[src/rtl/spi_slave_modes_if.sv]
// SPI slave pin and word-handshake bundle.
// slave: SPI pins in, miso out, rx/tx word handshakes and status.
interface spi_slave_modes_if #(
    parameter int BITS = 8
);
    logic            sck;
    logic            mosi;
    logic            ssel;
    logic            miso;
    logic            miso_oe;
    logic [BITS-1:0] rx_data;
    logic            rx_valid;
    logic            rx_ready;
    logic [BITS-1:0] tx_data;
    logic            tx_valid;
    logic            tx_ready;
    logic            rx_overrun;
    logic            tx_underrun;
    logic            busy;

    modport slave (
        input  sck, mosi, ssel, rx_ready, tx_data, tx_valid,
        output miso, miso_oe, rx_data, rx_valid, tx_ready,
        output rx_overrun, tx_underrun, busy
    );

    modport master (
        output sck, mosi, ssel, rx_ready, tx_data, tx_valid,
        input  miso, miso_oe, rx_data, rx_valid, tx_ready,
        input  rx_overrun, tx_underrun, busy
    );
endinterface

[src/rtl/spi_slave_modes.sv]
// SPI slave, all four CPOL/CPHA modes, oversampled by the system clock.
// Ports: clk, rst_n (async, active-low), bus (spi_slave_modes_if.slave).
module spi_slave_modes #(
    parameter int              BITS      = 8,
    parameter int              CPOL      = 0,
    parameter int              CPHA      = 0,
    parameter int              LSB_FIRST = 0,
    parameter logic [BITS-1:0] IDLE_WORD = '1
) (
    input  logic             clk,
    input  logic             rst_n,
    spi_slave_modes_if.slave bus
);
    localparam int   CW  = $clog2(BITS);
    localparam logic POL = (CPOL != 0);

    typedef enum logic {IDLE, ACTIVE} state_t;

    state_t          state;
    state_t          state_nx;
    logic [2:0]      sck_p;
    logic [1:0]      mosi_p;
    logic [1:0]      ssel_p;
    logic [CW-1:0]   cnt;
    logic [BITS-1:0] rx_shift;
    logic [BITS-1:0] tx_shift;
    logic [BITS-1:0] hold;
    logic            hold_full;
    logic            done;

    logic sck_s, sck_q, mosi_s, ssel_s;
    logic rise, fall, lead, trail;
    logic run, start, sample_e, shift_e, last, load, accept;

    // sck_p[1] is the synchronised pin, sck_p[2] the edge-detect stage
    always_ff @(posedge clk or negedge rst_n) begin
        if (!rst_n) begin
            sck_p  <= {3{POL}};
            mosi_p <= '0;
            ssel_p <= 2'b11;
        end else begin
            sck_p  <= {sck_p[1:0], bus.sck};
            mosi_p <= {mosi_p[0], bus.mosi};
            ssel_p <= {ssel_p[0], bus.ssel};
        end
    end

    assign sck_s  = sck_p[1];
    assign sck_q  = sck_p[2];
    assign mosi_s = mosi_p[1];
    assign ssel_s = ssel_p[1];

    assign rise  = sck_s & ~sck_q;
    assign fall  = ~sck_s & sck_q;
    assign lead  = POL ? fall : rise;
    assign trail = POL ? rise : fall;

    // edges only count while selected; a deselect clk is ignored
    assign run      = (state == ACTIVE) & ~ssel_s;
    assign start    = (state == IDLE) & ~ssel_s;
    assign sample_e = ((CPHA != 0) ? trail : lead) & run;
    assign shift_e  = ((CPHA != 0) ? lead : trail) & run;
    assign last     = (cnt == CW'(BITS - 1));

    // counter at 0 on a shift edge marks a word boundary in both phases
    assign load   = ((CPHA == 0) & start) | (shift_e & (cnt == '0));
    assign accept = bus.tx_valid & ~hold_full;

    always_ff @(posedge clk or negedge rst_n) begin
        if (!rst_n) state <= IDLE;
        else        state <= state_nx;
    end

    always_comb begin
        state_nx = state;
        unique case (state)
            IDLE:   if (!ssel_s) state_nx = ACTIVE;
            ACTIVE: if (ssel_s)  state_nx = IDLE;
        endcase
    end

    always_ff @(posedge clk or negedge rst_n) begin
        if (!rst_n) begin
            cnt             <= '0;
            rx_shift        <= '0;
            done            <= 1'b0;
            bus.rx_data     <= '0;
            bus.rx_valid    <= 1'b0;
            bus.rx_overrun  <= 1'b0;
            bus.tx_underrun <= 1'b0;
            tx_shift        <= '0;
            hold            <= '0;
            hold_full       <= 1'b0;
        end else begin
            done <= sample_e & last;

            if (state == IDLE)  cnt <= '0;
            else if (sample_e)  cnt <= last ? '0 : cnt + CW'(1);

            if (sample_e) begin
                if (LSB_FIRST != 0)
                    rx_shift <= {mosi_s, rx_shift[BITS-1:1]};
                else
                    rx_shift <= {rx_shift[BITS-2:0], mosi_s};
            end

            // completed word lands one clk after its final sample
            bus.rx_overrun <= done & bus.rx_valid & ~bus.rx_ready;
            if (done) begin
                bus.rx_data  <= rx_shift;
                bus.rx_valid <= 1'b1;
            end else if (bus.rx_ready) begin
                bus.rx_valid <= 1'b0;
            end

            bus.tx_underrun <= load & ~hold_full;
            if (load) begin
                tx_shift <= hold_full ? hold : IDLE_WORD;
            end else if (shift_e) begin
                if (LSB_FIRST != 0)
                    tx_shift <= {1'b0, tx_shift[BITS-1:1]};
                else
                    tx_shift <= {tx_shift[BITS-2:0], 1'b0};
            end

            // an accept while an empty slot loads stays queued
            if (load & hold_full) begin
                hold_full <= 1'b0;
            end else if (accept) begin
                hold_full <= 1'b1;
                hold      <= bus.tx_data;
            end
        end
    end

    assign bus.miso     = (state == ACTIVE) &
                          ((LSB_FIRST != 0) ? tx_shift[0] : tx_shift[BITS-1]);
    assign bus.miso_oe  = ~ssel_s;
    assign bus.busy     = (state == ACTIVE);
    assign bus.tx_ready = ~hold_full;
endmodule

[src/flat_wrapper.sv]
// flat-port wrapper written by rule: the top's interface ports become plain ports
module spi_slave_modes_flat 
#(
    parameter int              BITS      = 8,
    parameter int              CPOL      = 0,
    parameter int              CPHA      = 0,
    parameter int              LSB_FIRST = 0,
    parameter logic [BITS-1:0] IDLE_WORD = '1
)
  (clk, rst_n, bus_sck, bus_mosi, bus_ssel, bus_rx_ready, bus_tx_data, bus_tx_valid, bus_miso, bus_miso_oe, bus_rx_data, bus_rx_valid, bus_tx_ready, bus_rx_overrun, bus_tx_underrun, bus_busy);
  spi_slave_modes_if #(.BITS(BITS)) bus_i ();
  input  logic clk;
  input  logic rst_n;
  input wire logic [$bits(bus_i.sck)-1:0] bus_sck;
  input wire logic [$bits(bus_i.mosi)-1:0] bus_mosi;
  input wire logic [$bits(bus_i.ssel)-1:0] bus_ssel;
  input wire logic [$bits(bus_i.rx_ready)-1:0] bus_rx_ready;
  input wire logic [$bits(bus_i.tx_data)-1:0] bus_tx_data;
  input wire logic [$bits(bus_i.tx_valid)-1:0] bus_tx_valid;
  output wire logic [$bits(bus_i.miso)-1:0] bus_miso;
  output wire logic [$bits(bus_i.miso_oe)-1:0] bus_miso_oe;
  output wire logic [$bits(bus_i.rx_data)-1:0] bus_rx_data;
  output wire logic [$bits(bus_i.rx_valid)-1:0] bus_rx_valid;
  output wire logic [$bits(bus_i.tx_ready)-1:0] bus_tx_ready;
  output wire logic [$bits(bus_i.rx_overrun)-1:0] bus_rx_overrun;
  output wire logic [$bits(bus_i.tx_underrun)-1:0] bus_tx_underrun;
  output wire logic [$bits(bus_i.busy)-1:0] bus_busy;
  assign bus_i.sck = bus_sck;
  assign bus_i.mosi = bus_mosi;
  assign bus_i.ssel = bus_ssel;
  assign bus_i.rx_ready = bus_rx_ready;
  assign bus_i.tx_data = bus_tx_data;
  assign bus_i.tx_valid = bus_tx_valid;
  assign bus_miso = bus_i.miso;
  assign bus_miso_oe = bus_i.miso_oe;
  assign bus_rx_data = bus_i.rx_data;
  assign bus_rx_valid = bus_i.rx_valid;
  assign bus_tx_ready = bus_i.tx_ready;
  assign bus_rx_overrun = bus_i.rx_overrun;
  assign bus_tx_underrun = bus_i.tx_underrun;
  assign bus_busy = bus_i.busy;
  spi_slave_modes #(.BITS(BITS), .CPOL(CPOL), .CPHA(CPHA), .LSB_FIRST(LSB_FIRST), .IDLE_WORD(IDLE_WORD)) u_core (.clk(clk), .rst_n(rst_n), .bus(bus_i));
endmodule
[config.mk]
export PLATFORM = sky130hd
export DESIGN_NAME = spi_slave_modes_flat
export DESIGN_NICKNAME = d
export VERILOG_FILES = /design/src/rtl/spi_slave_modes_if.sv /design/src/rtl/spi_slave_modes.sv /design/src/flat_wrapper.sv
export SDC_FILE = /design/constraint.sdc
export NUM_CORES = 1
export LEC_CHECK = 0
export BUFFER_PORTS_ARGS = -buffer_cell sky130_fd_sc_hd__buf_2
export CAP_MARGIN = 20
export CORE_MARGIN = 1
export CORE_UTILIZATION = 50
export CTS_CLUSTER_DIAMETER = 100
export DETAILED_ROUTE_END_ITERATION = 12
export GPL_TIMING_DRIVEN = 0
export PLACE_DENSITY = 0.75
export RECOVER_POWER = 50
export SLEW_MARGIN = 20
export SYNTH_ARGS = -nofsm -noshare
export SYNTH_HDL_FRONTEND = slang
export SYNTH_SLANG_ARGS = --single-unit
[constraint.sdc]
create_clock -name clk -period 1.8 [get_ports clk]
set_input_delay 0.18 -clock clk [delete_from_list [all_inputs] [get_ports clk]]
set_output_delay 0.18 -clock clk [all_outputs]
set_load 0.01 [all_outputs]
Yosys cells after proc, flatten, opt, wreduce, memory -nomap -nowiden
Cells that the tools add are included.
{"block": "totals", "output_inout_bits": 15, "word_cells": 55, "input_bits": 15, "reg_bits": 48}
{"block": "op_classes", "n_reduce_logical": 5, "bitwise": 22, "add_sub_neg": 1, "eq_ne": 2, "mux": 11}
{"operator": "8-bit 2-to-1 mux", "count": 3}
{"operator": "1-bit AND", "count": 14}
{"operator": "3-bit 2-to-1 mux", "count": 3}
{"operator": "1-bit NOT", "count": 7}
{"operator": "2-bit nonzero test", "count": 3}
{"operator": "1-bit 2-to-1 mux", "count": 5}
{"operator": "3-bit by 1-bit adder with 3-bit output (second input constant)", "count": 1}
{"operator": "3-bit == test (second input constant)", "count": 1}
{"operator": "3-bit zero test", "count": 1}
{"operator": "2-bit != test (second input constant)", "count": 1}
{"operator": "2-bit AND reduction", "count": 1}
{"operator": "1-bit bitwise OR", "count": 1}

Depth between registers and ports, before layout
{"block": "logic_depth", "depth_word": 8, "ltp_mapped": 7, "mapped_depth_nobuf": 6}

Least setup slack after synthesis
Ideal clock, no wire load.
{"block": "synth_path", "kind": "register -> register", "from": "register u_core.state, in the netlist u_core.bus.busy", "to": "register u_core.rx_shift[4]", "period_less_slack_ns": 1.399, "n_path_buf": 2, "arrival_ns": 1.274, "t_required_ns": 1.675, "stages_incl_launch_ff": 5, "path_slack_ns": 0.401, "path_cell_list": "dfrtp_1 -> nor4bb_1 -> buf_4 -> buf_12 -> mux2_4"}
{"block": "synth_via", "elab_chain_cells": 2}
{"element": "start, declared", "line_no": "spi_slave_modes.sv:19", "rtl": "state_t state;"}
{"element": "start signal, assigned", "line_no": "spi_slave_modes.sv:71", "rtl": "else state <= state_nx;"}
{"element": "1-bit AND", "line_no": "spi_slave_modes.sv:59", "rtl": "assign run = (state == ACTIVE) & ~ssel_s;"}
{"element": "1-bit AND", "line_no": "spi_slave_modes.sv:61", "rtl": "assign sample_e = ((CPHA != 0) ? trail : lead) & run;"}
{"element": "end signal, assigned", "line_no": "spi_slave_modes.sv:102", "rtl": "rx_shift <= {mosi_s, rx_shift[BITS-1:1]};"}
{"element": "end signal, assigned", "line_no": "spi_slave_modes.sv:104", "rtl": "rx_shift <= {rx_shift[BITS-2:0], mosi_s};"}
{"element": "end, declared", "line_no": "spi_slave_modes.sv:25", "rtl": "logic [BITS-1:0] rx_shift;"}
No other way between the ends.
A chain may end at the register's enable or synchronous reset.

Worst setup path after layout
{"block": "layout_path", "from": "register u_core.cnt[0]", "to": "register u_core.tx_shift[5]"}
{"block": "layout_via", "elab_chain_cells": 4}
{"element": "start, declared", "line_no": "spi_slave_modes.sv:24", "rtl": "logic [CW-1:0] cnt;"}
{"element": "start signal, assigned", "line_no": "spi_slave_modes.sv:98", "rtl": "else if (sample_e) cnt <= last ? '0 : cnt + CW'(1);"}
{"element": "3-bit zero test (*)", "line_no": "spi_slave_modes.sv:66", "rtl": "assign load = ((CPHA == 0) & start) | (shift_e & (cnt == '0));"}
{"element": "1-bit AND (*)", "line_no": "spi_slave_modes.sv:66"}
{"element": "1-bit bitwise OR (*)", "line_no": "spi_slave_modes.sv:66"}
{"element": "8-bit 2-to-1 mux / 2-bit nonzero test (equally long branches)"}
{"element": "end signal, assigned", "line_no": "spi_slave_modes.sv:118", "rtl": "tx_shift <= hold_full ? hold : IDLE_WORD;"}
{"element": "end signal, assigned", "line_no": "spi_slave_modes.sv:121", "rtl": "tx_shift <= {1'b0, tx_shift[BITS-1:1]};"}
{"element": "end signal, assigned", "line_no": "spi_slave_modes.sv:123", "rtl": "tx_shift <= {tx_shift[BITS-2:0], 1'b0};"}
{"element": "end, declared", "line_no": "spi_slave_modes.sv:26", "rtl": "logic [BITS-1:0] tx_shift;"}
Every way passes the cells marked *; elsewhere a longest branch is shown, timed or not.

==> flow_summary.json <==
{
  "result_of_the_run": "complete, no violations",
  "drive_above_1_share_pct": 39.23,
  "nFillCells": 289,
  "main_combinational_cell_family_by_area_after_synthesis": "multiplexers",
  "global_route.overflow_total": 0,
  "hold_ws_ns": 0.1017,
  "standard_cell_rows": 21,
  "power-per-cell-area_mw_per_mm2": 1104,
  "die-area_sq_mm": 0.004031,
  "drv.max_cap_violation_count": 0,
  "synthArstFlopShare_pct": 100.0,
  "netlist.top_cell.by_area": "sky130_fd_sc_hd__dfrtp_1",
  "skew_ns": 0.003875,
  "postPlaceCellArea_sq_mm": 0.002093,
  "timing_worst_slew_pin_value_ns": 1.109,
  "timing.critical_path.fanout_max": 10,
  "synth.avg_cell_area_sq_um": 13.50,
  "floorplan.initialDensity_pct": 54.51,
  "i_o_pin_total": 30,
  "synth_top_area_share_pct": 60.89,
  "ctsHtreeMaxLevel": 2,
  "ys.flop_type": "sky130_fd_sc_hd__dfrtp_1",
  "cts_buffers": 5,
  "place.gp.congestion": 0.7844,
  "clock_insertion_delay_worst_skew_ns": 0.30,
  "grt.total_usage_pct": 17.34,
  "initialDrtViolationCount": 44,
  "power.static_leakage_nw": 1.125,
  "grtUsageMet2_pct": 28.86,
  "yosys_warnings": 0,
  "cts_tree": "done",
  "routed-via-count": 1148,
  "place.detailed.hpwl_mm": 2.101,
  "clock_sink_count": 48,
  "first_global_vias": 1192,
  "die_height_um": 63.49,
  "final.setup.tns_ns": 0,
  "n_antenna_cell": 0,
  "route.detailed.wl_per_inst_um": 12.87,
  "viasPerCell": 5.057,
  "pre_cts_slack_ns": 0.2084,
  "post_synth_fa_ha_maj_area_fraction_pct": 1.985,
  "drt_drc_violations_left": 0,
  "ys_top_cells_by_area": "sky130_fd_sc_hd__dfrtp_1 61%, sky130_fd_sc_hd__mux2_2 13%, sky130_fd_sc_hd__dfstp_2 2.8%",
  "synth.ff_latch_count": 48,
  "report.final.slew_viol_count": 0,
  "compound_gate_fraction_of_synth_area_pct": 5.824,
  "final.setup.worst_slack_ns": 0.2100,
  "antenna_left": 0,
  "grt_start_max_net_pins": 49,
  "worstSetupStartpointType": "flop",
  "clkPwrFrac_pct": 31.1,
  "hold_violations": 0,
  "rsz0062_at_grt": "no",
  "mostFrequentLayoutCell": "sky130_fd_sc_hd__dfrtp_1",
  "area_delta_synth_final_pct": 18.93,
  "critical_path.endpoint_type": "flop",
  "min_path_type": "input port to flop",
  "most_used_cells_in_the_layout_excluding_fill_and_tap_cells": "46 x sky130_fd_sc_hd__dfrtp_1, 31 x sky130_fd_sc_hd__buf_2, 21 x sky130_fd_sc_hd__mux2_2",
  "netSwitchingPower_w": 0.0006154,
  "netlist_instances": 140,
  "groute.layer.met1.usage_pct": 19.12,
  "synth_enable_flop_cells": 0,
  "clock-root-buffer": "sky130_fd_sc_hd__clkbuf_8",
  "timing.fmax_mhz": 628.9,
  "chipWidth_um": 63.49,
  "netlist_area_before_placement_sq_mm": 0.001891,
  "internal-power_w": 0.001867,
  "post_synth_xor_xnor_area_pct": 0,
  "peakVddDrop_uv": 669.7,
  "grt_antenna_before_repair": 0,
  "power.share.switching_pct": 24.79,
  "pwr-share-seq_pct": 55.1,
  "stdcell_area_sq_mm": 0.002248,
  "final_net_count": 198,
  "synth.distinct_cells": 24,
  "timing.slew.headroom_pct": 26.10,
  "min_period_over_period_pct": 88.33,
  "wire_length_of_the_first_global_routing_pass_mm": 5.175,
  "wl_mm": 2.922,
  "yosys.area_share.simple_pct": 9.993,
  "post_synth_mux_area_share_pct": 14.89,
  "grtUsageMet3_pct": 6.522,
  "setup_violations": 0,
  "core_area_sq_mm": 0.003468,
  "synth.net_count": 158,
  "arrival_ns": 1.78,
  "clk_path_buf_depth": 2,
  "data_required_time_at_the_worst_endpoint_ns": 1.99,
  "p_comb_share_pct": 13.8,
  "numPortBuffers": 29,
  "seq_area_frac_synth_pct": 63.67,
  "grt_most_used_layer": "met2",
  "worstSetupPathType": "flop to flop",
  "post-route-min-period_ns": 1.590,
  "detail_route.first_pass.iterations": 4,
  "clock_pin_transition_on_the_worst_setup_and_hold_timing_paths_ns": 0.08,
  "number_of_gates_resized_after_cts": 0
}
-- critical path: stages (launching register included) --
cell	delay, ns
sky130_fd_sc_hd__dfrtp_1	0.42
sky130_fd_sc_hd__inv_1	0.08
sky130_fd_sc_hd__ha_1	0.15
sky130_fd_sc_hd__inv_1	0.05
sky130_fd_sc_hd__o21ai_2	0.23
sky130_fd_sc_hd__buf_2	0.25
sky130_fd_sc_hd__nor3b_1	0.22
sky130_fd_sc_hd__o31ai_1	0.09
-- synth_stat cells, types with 2 or more instances --
master,number
sky130_fd_sc_hd__o21ai_0,5
sky130_fd_sc_hd__o31ai_1,7
sky130_fd_sc_hd__a21o_1,2
sky130_fd_sc_hd__mux2_2,21
sky130_fd_sc_hd__dfstp_2,2
sky130_fd_sc_hd__nor2_1,9
sky130_fd_sc_hd__nand2b_1,2
sky130_fd_sc_hd__ha_1,3
sky130_fd_sc_hd__nand2_1,14
sky130_fd_sc_hd__mux2_4,3
sky130_fd_sc_hd__buf_2,3
sky130_fd_sc_hd__dfrtp_1,46
sky130_fd_sc_hd__and2_2,2
sky130_fd_sc_hd__inv_1,5
sky130_fd_sc_hd__nor3b_1,7
-- sequential cells by signal (all words and copies together) (netlist names) --
| name | flops |
|---|---|
| u_core.bus.rx_data | 8 |
| u_core.hold | 8 |
| u_core.rx_shift | 8 |
| u_core.tx_shift | 8 |
| u_core.cnt | 3 |
| u_core.sck_p | 3 |
| u_core.mosi_p | 2 |
| u_core.ssel_p | 2 |
| u_core.bus.busy | 1 |
| u_core.bus.rx_overrun | 1 |
| u_core.bus.rx_valid | 1 |
| u_core.bus.tx_underrun | 1 |
| u_core.done | 1 |
| u_core.hold_full | 1 |
-- cell type report --
cell class | instances | area [sq um] | area share [%]
sequential | 48 | 1204 | 53.53
multi-input combinational | 80 | 618.1 | 27.49
tap | 46 | 57.56 | 2.560
timing repair buffer | 33 | 185.2 | 8.236
clock inverter | 3 | 46.29 | 2.059
clock buffer | 5 | 68.82 | 3.061
inverter | 6 | 22.52 | 1.002
buffer | 6 | 46.29 | 2.059
-- worst paths after layout --
kind | depth (start not counted) | startpoint | endpoint | slack (ns)
max in group asynchronous | 2 | rst_n | u_core.sck_p[1]$_DFF_PN0_ | 0.51
setup / recovery | 7 | u_core.cnt[0]$_DFFE_PN0P_ | u_core.tx_shift[5]$_DFFE_PN0P_ | 0.21
setup reg to reg | 7 | u_core.cnt[0]$_DFFE_PN0P_ | u_core.tx_shift[5]$_DFFE_PN0P_ | 0.21
hold / removal | 2 | bus_tx_data[5] | u_core.hold[5]$_DFFE_PN0P_ | 0.10
hold reg to reg | 0 | u_core.mosi_p[0]$_DFF_PN0_ | u_core.mosi_p[1]$_DFF_PN0_ | 0.36
min in group asynchronous | 2 | rst_n | u_core.bus.rx_data[4]$_DFFE_PN0P_ | 0.62
-- per-stage QoR --
step,total power (W),std cells,util (%)
after detailed placement,0.001734,215,60.35
final,0.002482,227,64.83
after global placement,0.001704,215,60.35
after floorplan,0.001607,140,-
after global routing,0.002616,227,64.83
after CTS,0.002521,226,64.54
-- repair_timing --
| item | CTS | global route |
|---|---|---|
| hold buffers | 3 | 1 |
| endpoints found under the hold margin | 3 | 46 |
| setup buffers | 0 | 0 |
| setup endpoints to repair | 0 | 0 |
-- routing by layer --
layer  wire (um)  up-vias
met1        1242      556
met4          56        0
li1            -      553
met5           0        -
met3         154        6
met2        1468       33
-- logic make-up after synthesis --
family,count (synthesis)
flip-flops,48
AND/OR/NAND/NOR,37
multiplexers,24
AO/OA/AOI/OAI,16
buffers and inverters,12
adder cells (fa/ha/maj),3
-- power groups by stage --
stage | sequential (W) | combinational [W] | clock [W]
2_1_floorplan | 0.00135 | 0.000253 | 0
3_3_place_gp | 0.00138 | 0.000323 | 0
3_5_place_dp | 0.00139 | 0.000343 | 0
4_1_cts | 0.00137 | 0.000349 | 0.000801
5_1_grt | 0.00139 | 0.000390 | 0.000838
6_report | 0.00137 | 0.000343 | 0.000771
Note: power is estimated with default switching activity, not from simulation.
